--- src/rtl/rv_pkg.sv ---
// Shared definitions for the fetch stage: word width, the NOP encoding and the
// fetch state encoding.
package rv_pkg;

    localparam int XLEN = 32;

    localparam logic [XLEN-1:0] NOP_INSTR = 32'h0000_0013;

    typedef enum logic [2:0] {
        IDLE    = 3'd0,
        REQ     = 3'd1,
        DISCARD = 3'd2,
        HOLD    = 3'd3,
        HALT    = 3'd4
    } fetch_state_e;

endpackage

--- src/rtl/fetch_timeout_ctr.sv ---
// Wait counter for the memory handshake. Clear wins over enable. expired is
// high in the cycle whose increment would reach LIMIT.
module fetch_timeout_ctr #(
    parameter int TMO_W = 8,
    parameter int LIMIT = 255
) (
    input  logic clk,
    input  logic rst,
    input  logic clear,
    input  logic enable,
    output logic expired
);

    logic [TMO_W-1:0] count;

    always_ff @(posedge clk) begin
        if (rst || clear) begin
            count <= '0;
        end else if (enable) begin
            count <= count + 1'b1;
        end
    end

    assign expired = enable && (count == TMO_W'(LIMIT - 1));

endmodule

--- src/rtl/instr_fetch.sv ---
// Fetch stage: one outstanding imem request at a time, result held for decode
// under valid/ready, sequential PC advance via pc_en, redirect via pc_src.
module instr_fetch #(
    parameter logic [31:0] NOP_INSTR   = 32'h0000_0013,
    parameter int          ACK_TIMEOUT = 255,
    parameter int          TMO_W       = 8
) (
    input  logic        sys_clk,
    input  logic        sys_rst,
    input  logic [31:0] current_pc,
    input  logic        pc_src,
    output logic        pc_en,
    output logic        imem_req,
    output logic [31:0] imem_addr,
    input  logic        imem_ack,
    input  logic [31:0] imem_rdata,
    input  logic        id_ready,
    output logic        if_valid,
    output logic [31:0] if_instr,
    output logic [31:0] if_pc,
    output logic        misaligned,
    output logic        bus_err,
    output logic [2:0]  fsm_state
);

    import rv_pkg::*;

    // Handshakes: imem_req stays high with a stable imem_addr until the cycle
    // imem_ack is seen; a decode transfer happens on any cycle with
    // if_valid & id_ready, and if_* hold steady until then.

    fetch_state_e state;
    logic         launch;
    logic         mis_pend;
    logic         tmo_clear;
    logic         tmo_en;
    logic         tmo_expired;

    // The first REQ cycle only samples current_pc, so a PC that advances or
    // redirects on the edge that entered REQ is the one that gets fetched.
    assign tmo_clear = (state == REQ) && launch;
    assign tmo_en    = imem_req && !imem_ack;
    assign fsm_state = state;

    fetch_timeout_ctr #(
        .TMO_W (TMO_W),
        .LIMIT (ACK_TIMEOUT)
    ) u_tmo (
        .clk     (sys_clk),
        .rst     (sys_rst),
        .clear   (tmo_clear),
        .enable  (tmo_en),
        .expired (tmo_expired)
    );

    always_ff @(posedge sys_clk) begin
        if (sys_rst) begin
            state      <= IDLE;
            launch     <= 1'b0;
            mis_pend   <= 1'b0;
            imem_req   <= 1'b0;
            imem_addr  <= '0;
            pc_en      <= 1'b0;
            if_valid   <= 1'b0;
            if_instr   <= NOP_INSTR;
            if_pc      <= '0;
            misaligned <= 1'b0;
            bus_err    <= 1'b0;
        end else begin
            pc_en <= 1'b0;
            case (state)
                IDLE: begin
                    state  <= REQ;
                    launch <= 1'b1;
                end
                REQ: begin
                    if (launch) begin
                        if (!pc_src) begin
                            launch    <= 1'b0;
                            imem_addr <= current_pc;
                            if (current_pc[1:0] != 2'b00) begin
                                mis_pend <= 1'b1;
                            end else begin
                                imem_req <= 1'b1;
                            end
                        end
                    end else if (mis_pend) begin
                        mis_pend <= 1'b0;
                        if (pc_src) begin
                            launch <= 1'b1;
                        end else begin
                            if_valid   <= 1'b1;
                            misaligned <= 1'b1;
                            if_instr   <= NOP_INSTR;
                            if_pc      <= imem_addr;
                            state      <= HOLD;
                        end
                    end else if (imem_ack) begin
                        imem_req <= 1'b0;
                        if (pc_src) begin
                            launch <= 1'b1;
                        end else begin
                            if_valid <= 1'b1;
                            if_instr <= imem_rdata;
                            if_pc    <= imem_addr;
                            pc_en    <= 1'b1;
                            state    <= HOLD;
                        end
                    end else if (tmo_expired) begin
                        bus_err  <= 1'b1;
                        imem_req <= 1'b0;
                        state    <= HALT;
                    end else if (pc_src) begin
                        state <= DISCARD;
                    end
                end
                DISCARD: begin
                    if (imem_ack) begin
                        imem_req <= 1'b0;
                        state    <= REQ;
                        launch   <= 1'b1;
                    end else if (tmo_expired) begin
                        bus_err  <= 1'b1;
                        imem_req <= 1'b0;
                        state    <= HALT;
                    end
                end
                HOLD: begin
                    if (pc_src || id_ready) begin
                        if_valid   <= 1'b0;
                        misaligned <= 1'b0;
                        if_instr   <= NOP_INSTR;
                        state      <= REQ;
                        launch     <= 1'b1;
                    end
                end
                HALT: begin
                    imem_req <= 1'b0;
                    if_valid <= 1'b0;
                end
                default: begin
                    state <= IDLE;
                end
            endcase
        end
    end

endmodule

--- config.mk ---
export PLATFORM = sky130hd
export DESIGN_NAME = instr_fetch
export DESIGN_NICKNAME = d
export VERILOG_FILES = /design/src/rtl/rv_pkg.sv /design/src/rtl/fetch_timeout_ctr.sv /design/src/rtl/instr_fetch.sv
export SDC_FILE = /design/constraint.sdc
export NUM_CORES = 1
export LEC_CHECK = 0
export BUFFER_PORTS_ARGS = -buffer_cell sky130_fd_sc_hd__buf_4
export CORE_MARGIN = 5
export CORE_UTILIZATION = 30
export DETAILED_ROUTE_END_ITERATION = 7
export GPL_TIMING_DRIVEN = 1
export HOLD_SLACK_MARGIN = 0.06
export PLACE_DENSITY = 0.64
export SYNTH_ARGS = -nofsm -noshare
export SYNTH_HDL_FRONTEND = slang
export SYNTH_SLANG_ARGS = --single-unit
--- constraint.sdc ---
create_clock -name sys_clk -period 2.6 [get_ports sys_clk]
set_input_delay 0.52 -clock sys_clk [delete_from_list [all_inputs] [get_ports sys_clk]]
set_output_delay 0.52 -clock sys_clk [all_outputs]
set_load 0.05 [all_outputs]
* After elaboration in Yosys (flattened, before gate mapping) *
Index checks and enable logic that the tools add are counted.

operators by class
  $add $sub $neg = 1
  multiplexer cells = 53
  bitwise gates (word level) = 5
  reductions and logical operators = 25
  equal/unequal tests = 21

operator list
  cell                 count
  $mux 32              9
  $pmux 32 s2          1
  $mux 1               28
  $mux 3               9
  $ne 3x3->1 const B   7
  $pmux 3 s5           1
  $reduce_and 3->1     5
  $ne 2x2->1 const B   7
  $reduce_and 5->1     2
  $add 8x1->8 const B  1
  $eq 8x8->1 const B   1
  $reduce_and 4->1     2
  $reduce_bool 2->1    4
  $eq 3x2->1 const B   2
  $pmux 1 s3           2
  $reduce_and 6->1     1
  $reduce_bool 3->1    2
  $ne 5x5->1 const B   1
  $not 1->1            5
  $reduce_or 5->1      1
  $pmux 1 s2           2
  $pmux 1 s4           1
  $reduce_bool 4->1    1
  $eq 3x1->1 const B   1
  other kinds (6)      9

word-level totals
  register bits = 114
  logic and storage cells = 117
  bits of input ports = 69
  output and inout bits = 104

* Depth between registers and ports, before layout *
Gate-level depths: netlist (run 1).

  word-level depth = 8
  gate-level depth with buffers = 8
  gate-level depth less buffers = 6

* Hierarchy *
Synthesis (run 1) repeated with hierarchy kept, for this count alone.

unflattened totals
  cells, all modules = 553
  area total of the unflattened synthesis = 4515.6 µm²

modules (own cells, without submodules)
  module             cells each  area each (µm²)  times used  seq. area each (µm²)
  instr_fetch        511         4146.5           1           2122.0
  fetch_timeout_ctr  42          369.1            1           160.2

* Worst setup path before layout (run 1) *
Ideal clock, no wire load.

  path type = register to register
  from = register state[1], in the netlist fsm_state[1]
  to = register state[1], in the netlist fsm_state[1]
  required time = 2.477 ns
  data arrival time = 1.857 ns
  buffers on the path = 1
  period minus slack after synthesis = 1.980 ns
  setup time = 0.123 ns
  path slack = 0.620 ns
  stages on the path, launching flop included = 6
  cell sequence = dfxtp_1 buf_4 nor3b_1 a21oi_1 o221ai_2 mux2_1

on the way
  cells in the longest elaborated chain, start to end = 5
  elaborated cells on any way between the ends = 16
  classes of those cells = eq/ne (8); mux (5); bitwise (1); reduce/logical (2)

RTL lines
  item                      line               source
  start: declaration        instr_fetch.sv:32  fetch_state_e state;
  start signal: assignment  instr_fetch.sv:58  state <= IDLE;
  start signal: assignment  instr_fetch.sv:73  state <= REQ;
  start signal: assignment  instr_fetch.sv:96  state <= HOLD;
  $mux 3 (4 in a row)       n/a
  $pmux 3 s5                instr_fetch.sv:71  case (state)

Several ways; a longest one is shown, not always the timed one. The select of a mux whose other input is x is not followed.
A chain may end at the register's enable or synchronous reset.

* Worst setup path in the final report (run 1) *
  from = register state[1], in the netlist fsm_state[1]
  to = register if_pc[25]

on the way
  cells in the longest elaborated chain, start to end = 2

RTL lines
  item                               line                source
  $eq 3x1->1                         instr_fetch.sv:71
  $reduce_and 3->1 (no source line)  n/a
  end signal: assignment             instr_fetch.sv:95   if_pc <= imem_addr;
  end signal: assignment             instr_fetch.sv:105  if_pc <= imem_addr;
  end: declaration                   instr_fetch.sv:20   output logic [31:0] if_pc,

Every way passes these cells.

==> flow_summary.yaml, run 1 <==
outcome:
  outcome: "finished clean"
timing:
  fin_crit_ns: 2.06
  slew_headroom_pct: 54.9
  final_max_slew_viol_count: 0
  grt_setup_unrepaired: "false"
  tns_ns: 0
  hold_viol_final: 0
  worst_slew_pin_slew_ns: 0.676
  clock_skew_ns: 0.00856
  timing.final.crit_share_pct: 79.4
  setup_violations: 0
  max_freq_mhz: 484
clock_tree:
  cts_tree: "yes"
  cts_resized: 0
  clockRootBuffer: "clkbuf_16"
  post_cts_buffers: 0
  insertion_delay_ns: 0.41
  holdBufCountCts: 0
  cts_made_buffers: 17
  cts.sinks: 114
  clockBufferDepth: 2
  cts.clk_slew.worst_paths_ns: 0.05
  htreeDepth: 4
layout:
  finalNetCount: 758
  syn2layout_area_growth_pct: 45.9
  stdcell_count: 887
  postLayoutCoreUtil_pct: 44.4
  diodes: 0
  drive_above_1_share_pct: 33.0
  fillCellCount: 1477
global_route:
  grt_use_total_pct: 14.6
  grt_pass1_vias: 4015
  grt_pass1_wl_um: 21200
  antenna_found_initial: 0
  grt_remaining_overflow: 0
  grt_start_max_net_pins: 35
synth:
  synth-edff-count: 0
  yosysUniqueCellTypes: 49
  synth.cell_area_um2: 4590
  synth_compound_area_share_pct: 15.4
  synth_xor_xnor_area_share_pct: 1.14
  synth_top_family_by_area: "simple AND/OR/NAND/NOR gates"
  ys.flop_type: "dfxtp_1"
  ys_seq_area_share_pct: 49.7
  ys_seq_elements: 114
  synthAdderAreaFrac_pct: 0.545
  synthSimpleGateAreaFrac_pct: 19.4
  syn_avg_cell_area_um2: 8.78
  netlist_instances: 523
  synth_fp_nets: 594
  async_flop_share_pct: 0
  synth.area.mux_share_pct: 7.65
  yosys_warnings: 0
route:
  routed_wl_um: 13600
  drt_iter0_drc: 299
  viasPerCell: 4.83
  drtPass1Iterations: 5
  num_vias: 4285
  drc: 0
  wl_per_cell_um: 15.3
  drtAntennaViolNets: 0
placement:
  place.gp.congestion: 0.808
  port_buffers: 172
  dp_cells: 856
  dp_hpwl_um: 9420
floorplanning:
  pin_count: 173
  chipHeight_um: 134
  core_um2: 15100
  die_area_um2: 17900
  placement_rows: 45
  die_w_um: 134
  start_util_pct: 30.4
worst_setup_path:
  cp.arrival_ns: 2.34
  cp.required_ns: 2.88
  r2r_cells: 6
  critPathKind: "reg -> reg"
  critPathLaunchType: "register"
  crit_path_end_kind: "register"
  crit_path_max_fanout: 32
pwr:
  peakVddDrop_v: 0.000465
  p_leak_nw: 2.71
  powerDensity_nw_per_um2: 973
  power_mw: 6.52
worst_hold_path:
  whs_path_depth: 3
  min_path_type: "in -> reg"
job:
  drv_cap: 0
-- cell usage after synthesis, drive strengths merged (4+ instances only) --
cell / count / share of area, %
nor3: 8 / 0.87
nand2: 71 / 5.8
clkbuf: 25 / 2.1
inv: 6 / 0.49
a21oi: 72 / 7.8
nor2: 48 / 3.9
nor4: 4 / 0.54
buf: 21 / 3.5
o21ai: 40 / 4.4
nand4: 32 / 4.4
mux2i: 34 / 7.4
nor2b: 6 / 0.82
dfxtp: 114 / 50
-- cells in the final DEF, fill, tap and decap left out, drive strengths merged, types with 2 or more instances in the layout --
master  Yosys  routed
o21a        2       2
nor4        4       4
nor3        8       8
o21ai      40      40
nand3       2       2
or2         2       2
nor2b       6       6
o211a       2       2
inv         6       6
nor3b       3       3
nor4b       2       2
nand2      71      71
nand2b      2       2
ha          2       2
xor2        3       3
nor2       48      48
buf        21     191
clkbuf     25      22
or3b        2       2
a211oi      2       2
nand4      32      32
xnor2       3       3
a21oi      72      72
bufinv      0       5
clkinv      0       3
dfxtp     114     114
mux2i      34      34
-- flip-flops by register name, summed over array words and instances, names as in the netlist --
signal       flops
bus_err          1
fsm_state        3
if_instr        32
if_pc           32
if_valid         1
imem_addr       32
imem_req         1
launch           1
mis_pend         1
misaligned       1
pc_en            1
u_tmo.count      8
-- worst paths after layout --
kind / start / end / slack (ns)
min: current_pc[28] / imem_addr[28] / 0.36
max reg2reg: fsm_state[1] / if_pc[25] / 0.54
min reg2reg: imem_addr[17] / imem_addr[17] / 0.47
max: fsm_state[1] / if_pc[25] / 0.54
-- kinds of logic after synthesis --
| family | count (synthesis) |
|---|---|
| and+or+nand+nor | 186 |
| buffers and inverters | 52 |
| DFF | 114 |
| muxes | 35 |
| xor gates and xnor gates | 6 |
| adders and majority gates | 2 |
| AOI/OAI and AO/OA | 128 |
-- worst max-delay path, cell delays in order, from the launching register on --
cell     delay (ns)
dfxtp_1        0.40
buf_4          0.22
nor4b_4        0.41
nor3b_4        0.32
buf_12         0.28
mux2i_1        0.22
nor2_1         0.05
-- area by class of cell --
| cell class | count | area (um2) | share of cell area, % |
|---|---|---|---|
| Tap cell | 188 | 235 | 3.51 |
| Inverter | 6 | 22.5 | 0.336 |
| Sequential cell | 114 | 2280 | 34.1 |
| Multi-Input combinational cell | 357 | 2050 | 30.7 |
| Clock inverter | 9 | 176 | 2.63 |
| Clock buffer | 22 | 484 | 7.23 |
| Timing Repair Buffer | 191 | 1450 | 21.6 |
-- report_power, final --
group / leakage [nW] / internal (mW) / total (mW) / switching, mW
clock: 0.322 / 1.79 / 2.58 / 0.782
sequential: 0.922 / 1.90 / 2.03 / 0.132
combinational: 1.47 / 0.625 / 1.91 / 1.28
total: 2.71 / 4.32 / 6.52 / 2.20
-- metal layers --
layer,share of wire (%),vias up,track usage [%]
met4,1.3,0,5.49
met3,7.4,14,5.21
met5,0,-,0
li1,-,2155,-
met1,47,1949,19.4
met2,45,167,21.9
-- per-stage QoR --
step	hold slack, ns	cell area [um2]	worst slack [ns]
after global placement	0.461	6040	0.343
after CTS	0.341	6700	0.510
after detailed placement	0.466	6040	0.258
final	0.360	6700	0.535
after floorplan	0.462	4590	0.620
after global routing	0.341	6700	0.381
No activity file was read; power rests on OpenSTA's default activity.
==> run 2: changes to the inputs <==
- ABC_AREA: unset -> 1
- clock period: 2.6 -> 2 ns (I/O delays scaled with it)
==> flow_summary.yaml, run 2 <==
global_route:
  antenna_found_initial: 0
  grt_pass1_vias: 4209
  grt_remaining_overflow: 0
  grt_start_max_net_pins: 50
  grt_use_total_pct: 15.1
  grt_pass1_wl_um: 21700
timing:
  worst_slew_pin_slew_ns: 0.516
  hold_viol_final: 0
  slew_headroom_pct: 65.6
  final_max_slew_viol_count: 0
  finalWorstSetupSlack_ns: 0.276
  setup_violations: 0
  tns_ns: 0
  fin_crit_ns: 1.72
  timing.final.crit_share_pct: 86.2
  grt_setup_unrepaired: "false"
  clock_skew_ns: 0.0139
  max_freq_mhz: 580
synth:
  ys.flop_type: "dfxtp_1"
  async_flop_share_pct: 0
  ys_top_cells_by_count: "nor2_1 (152), dfxtp_1 (114), o21ai_0 (61), nand2_1 (43), o21ai_1 (42)"
  synth.cell_area_um2: 4560
  synth_top_area_cell: "dfxtp_1"
  syn_avg_cell_area_um2: 7.89
  synth_fp_nets: 649
  yosysTopAreaCellShare_pct: 50.0
  ys_seq_area_share_pct: 50.0
  synth-edff-count: 0
  synth_area_leaders: "dfxtp_1 (50%), nor2_1 (13%), o21ai_0 (6.7%), a21oi_2 (5.2%), o21ai_1 (4.6%)"
  yosys_warnings: 0
  ys_seq_elements: 114
  netlist_instances: 578
  yosysUniqueCellTypes: 29
  synth.most_common_cell: "nor2_1"
outcome:
  outcome: "finished clean"
pwr:
  p_leak_nw: 3.02
  powerDensity_nw_per_um2: 1410
  peakVddDrop_v: 0.000712
worst_setup_path:
  critPathKind: "reg -> reg"
  crit_path_max_fanout: 32
  cp.arrival_ns: 2.03
  critPathLaunchType: "register"
  crit_path_end_kind: "register"
  cp.required_ns: 2.31
  rrSetupSlack_ns: 0.28
job:
  drv_cap: 0
clock_tree:
  cts_made_buffers: 17
  holdBufCountCts: 0
  cts.clk_slew.worst_paths_ns: 0.06
  cts_tree: "yes"
  cts_resized: 0
  cts.sinks: 114
  insertion_delay_ns: 0.41
  post_cts_buffers: 0
  htreeDepth: 4
  clockRootBuffer: "clkbuf_16"
  clockBufferDepth: 2
floorplanning:
  placement_rows: 45
  start_util_pct: 30.4
  pin_count: 173
  die_area_um2: 17800
  core_um2: 15000
  die_w_um: 133
  chipHeight_um: 133
route:
  drt_iter0_drc: 179
  viasPerCell: 4.52
  drc: 0
  num_vias: 4287
  wl_per_cell_um: 14.1
  routed_wl_um: 13400
  drtAntennaViolNets: 0
  drtPass1Iterations: 4
placement:
  placed_cell_area_um2: 6040
  dp_hpwl_um: 9410
  port_buffers: 172
  dp_slack_ns: 0.286
  place.gp.congestion: 0.806
worst_hold_path:
  min_path_type: "in -> reg"
layout:
  postLayoutCoreUtil_pct: 44.2
  syn2layout_area_growth_pct: 45.7
  drive_above_1_share_pct: 34.2
  diodes: 0
  final_cell_area_um2: 6650
  layout_commonest_cell: "buf_4"
  layout_common_cells: "buf_4 (183), nor2_1 (151), dfxtp_1 (114)"
  top_regs: "if_instr x32, if_pc x32, imem_addr x32"
  finalNetCount: 821
## run 2: final timing paths
| check | start | end | cells after the start |
|---|---|---|---|
| setup / recovery | fsm_state[1] | if_instr[2] | 8 |
| hold / removal | imem_rdata[26] | if_instr[26] | 3 |
| setup reg to reg | fsm_state[1] | if_instr[2] | 8 |
| hold reg to reg | bus_err | bus_err | 2 |
## run 2: where the power goes
group          switching, mW  internal (mW)  leakage [nW]
registers              0.260           2.65         0.927
logic                   2.32           1.01          1.81
clock network           1.05           2.10         0.289
total                   3.63           5.77          3.02
## run 2: metrics by stage
| stage | std cells | power, mW | hold slack [ns] |
|---|---|---|---|
| after floorplan | 578 | 5.33 | 0.467 |
| after global placement | 919 | 6.31 | 0.438 |
| after detailed placement | 919 | 6.32 | 0.445 |
| after CTS | 949 | 9.51 | 0.183 |
| after global routing | 949 | 9.89 | 0.195 |
| final | 949 | 9.40 | 0.202 |
## run 2: layout make-up
cell class,instances,area (um2)
Inverter,32,123
Fill cell,1514,8380
Tap cell,188,235
Multi-Input combinational cell,398,1950
Timing Repair Buffer,187,1450
Sequential cell,114,2280
Clock buffer,21,450
Clock inverter,9,158
## run 2: cell families after synthesis
group                      after synthesis  share of synthesized area [%]
xor gates and xnor gates                 1                          0.192
adders and majority gates                2                          0.548
and+or+nand+nor                        234                           21.6
AOI/OAI and AO/OA                      161                           20.0
buffers and inverters                   66                           7.57
DFF                                    114                           50.0
## run 2: metal layers
layer / GRT usage [%] / share of wire (%) / vias to the layer above
li1: - / - / 2230
met1: 19.0 / 45 / 1917
met2: 22.4 / 44 / 125
met3: 6.99 / 9.6 / 15
met4: 6.11 / 1.4 / 0
met5: 0 / 0 / -
## run 2: critical path, stage by stage, from the launching register on
cell and delay, ns:
dfxtp_1 0.45, nand2_1 0.08, nor2_1 0.21, nand2_1 0.16, nand2_2 0.16, nor2_8 0.06
buf_4 0.24, o21ai_0 0.18, nor2_1 0.06
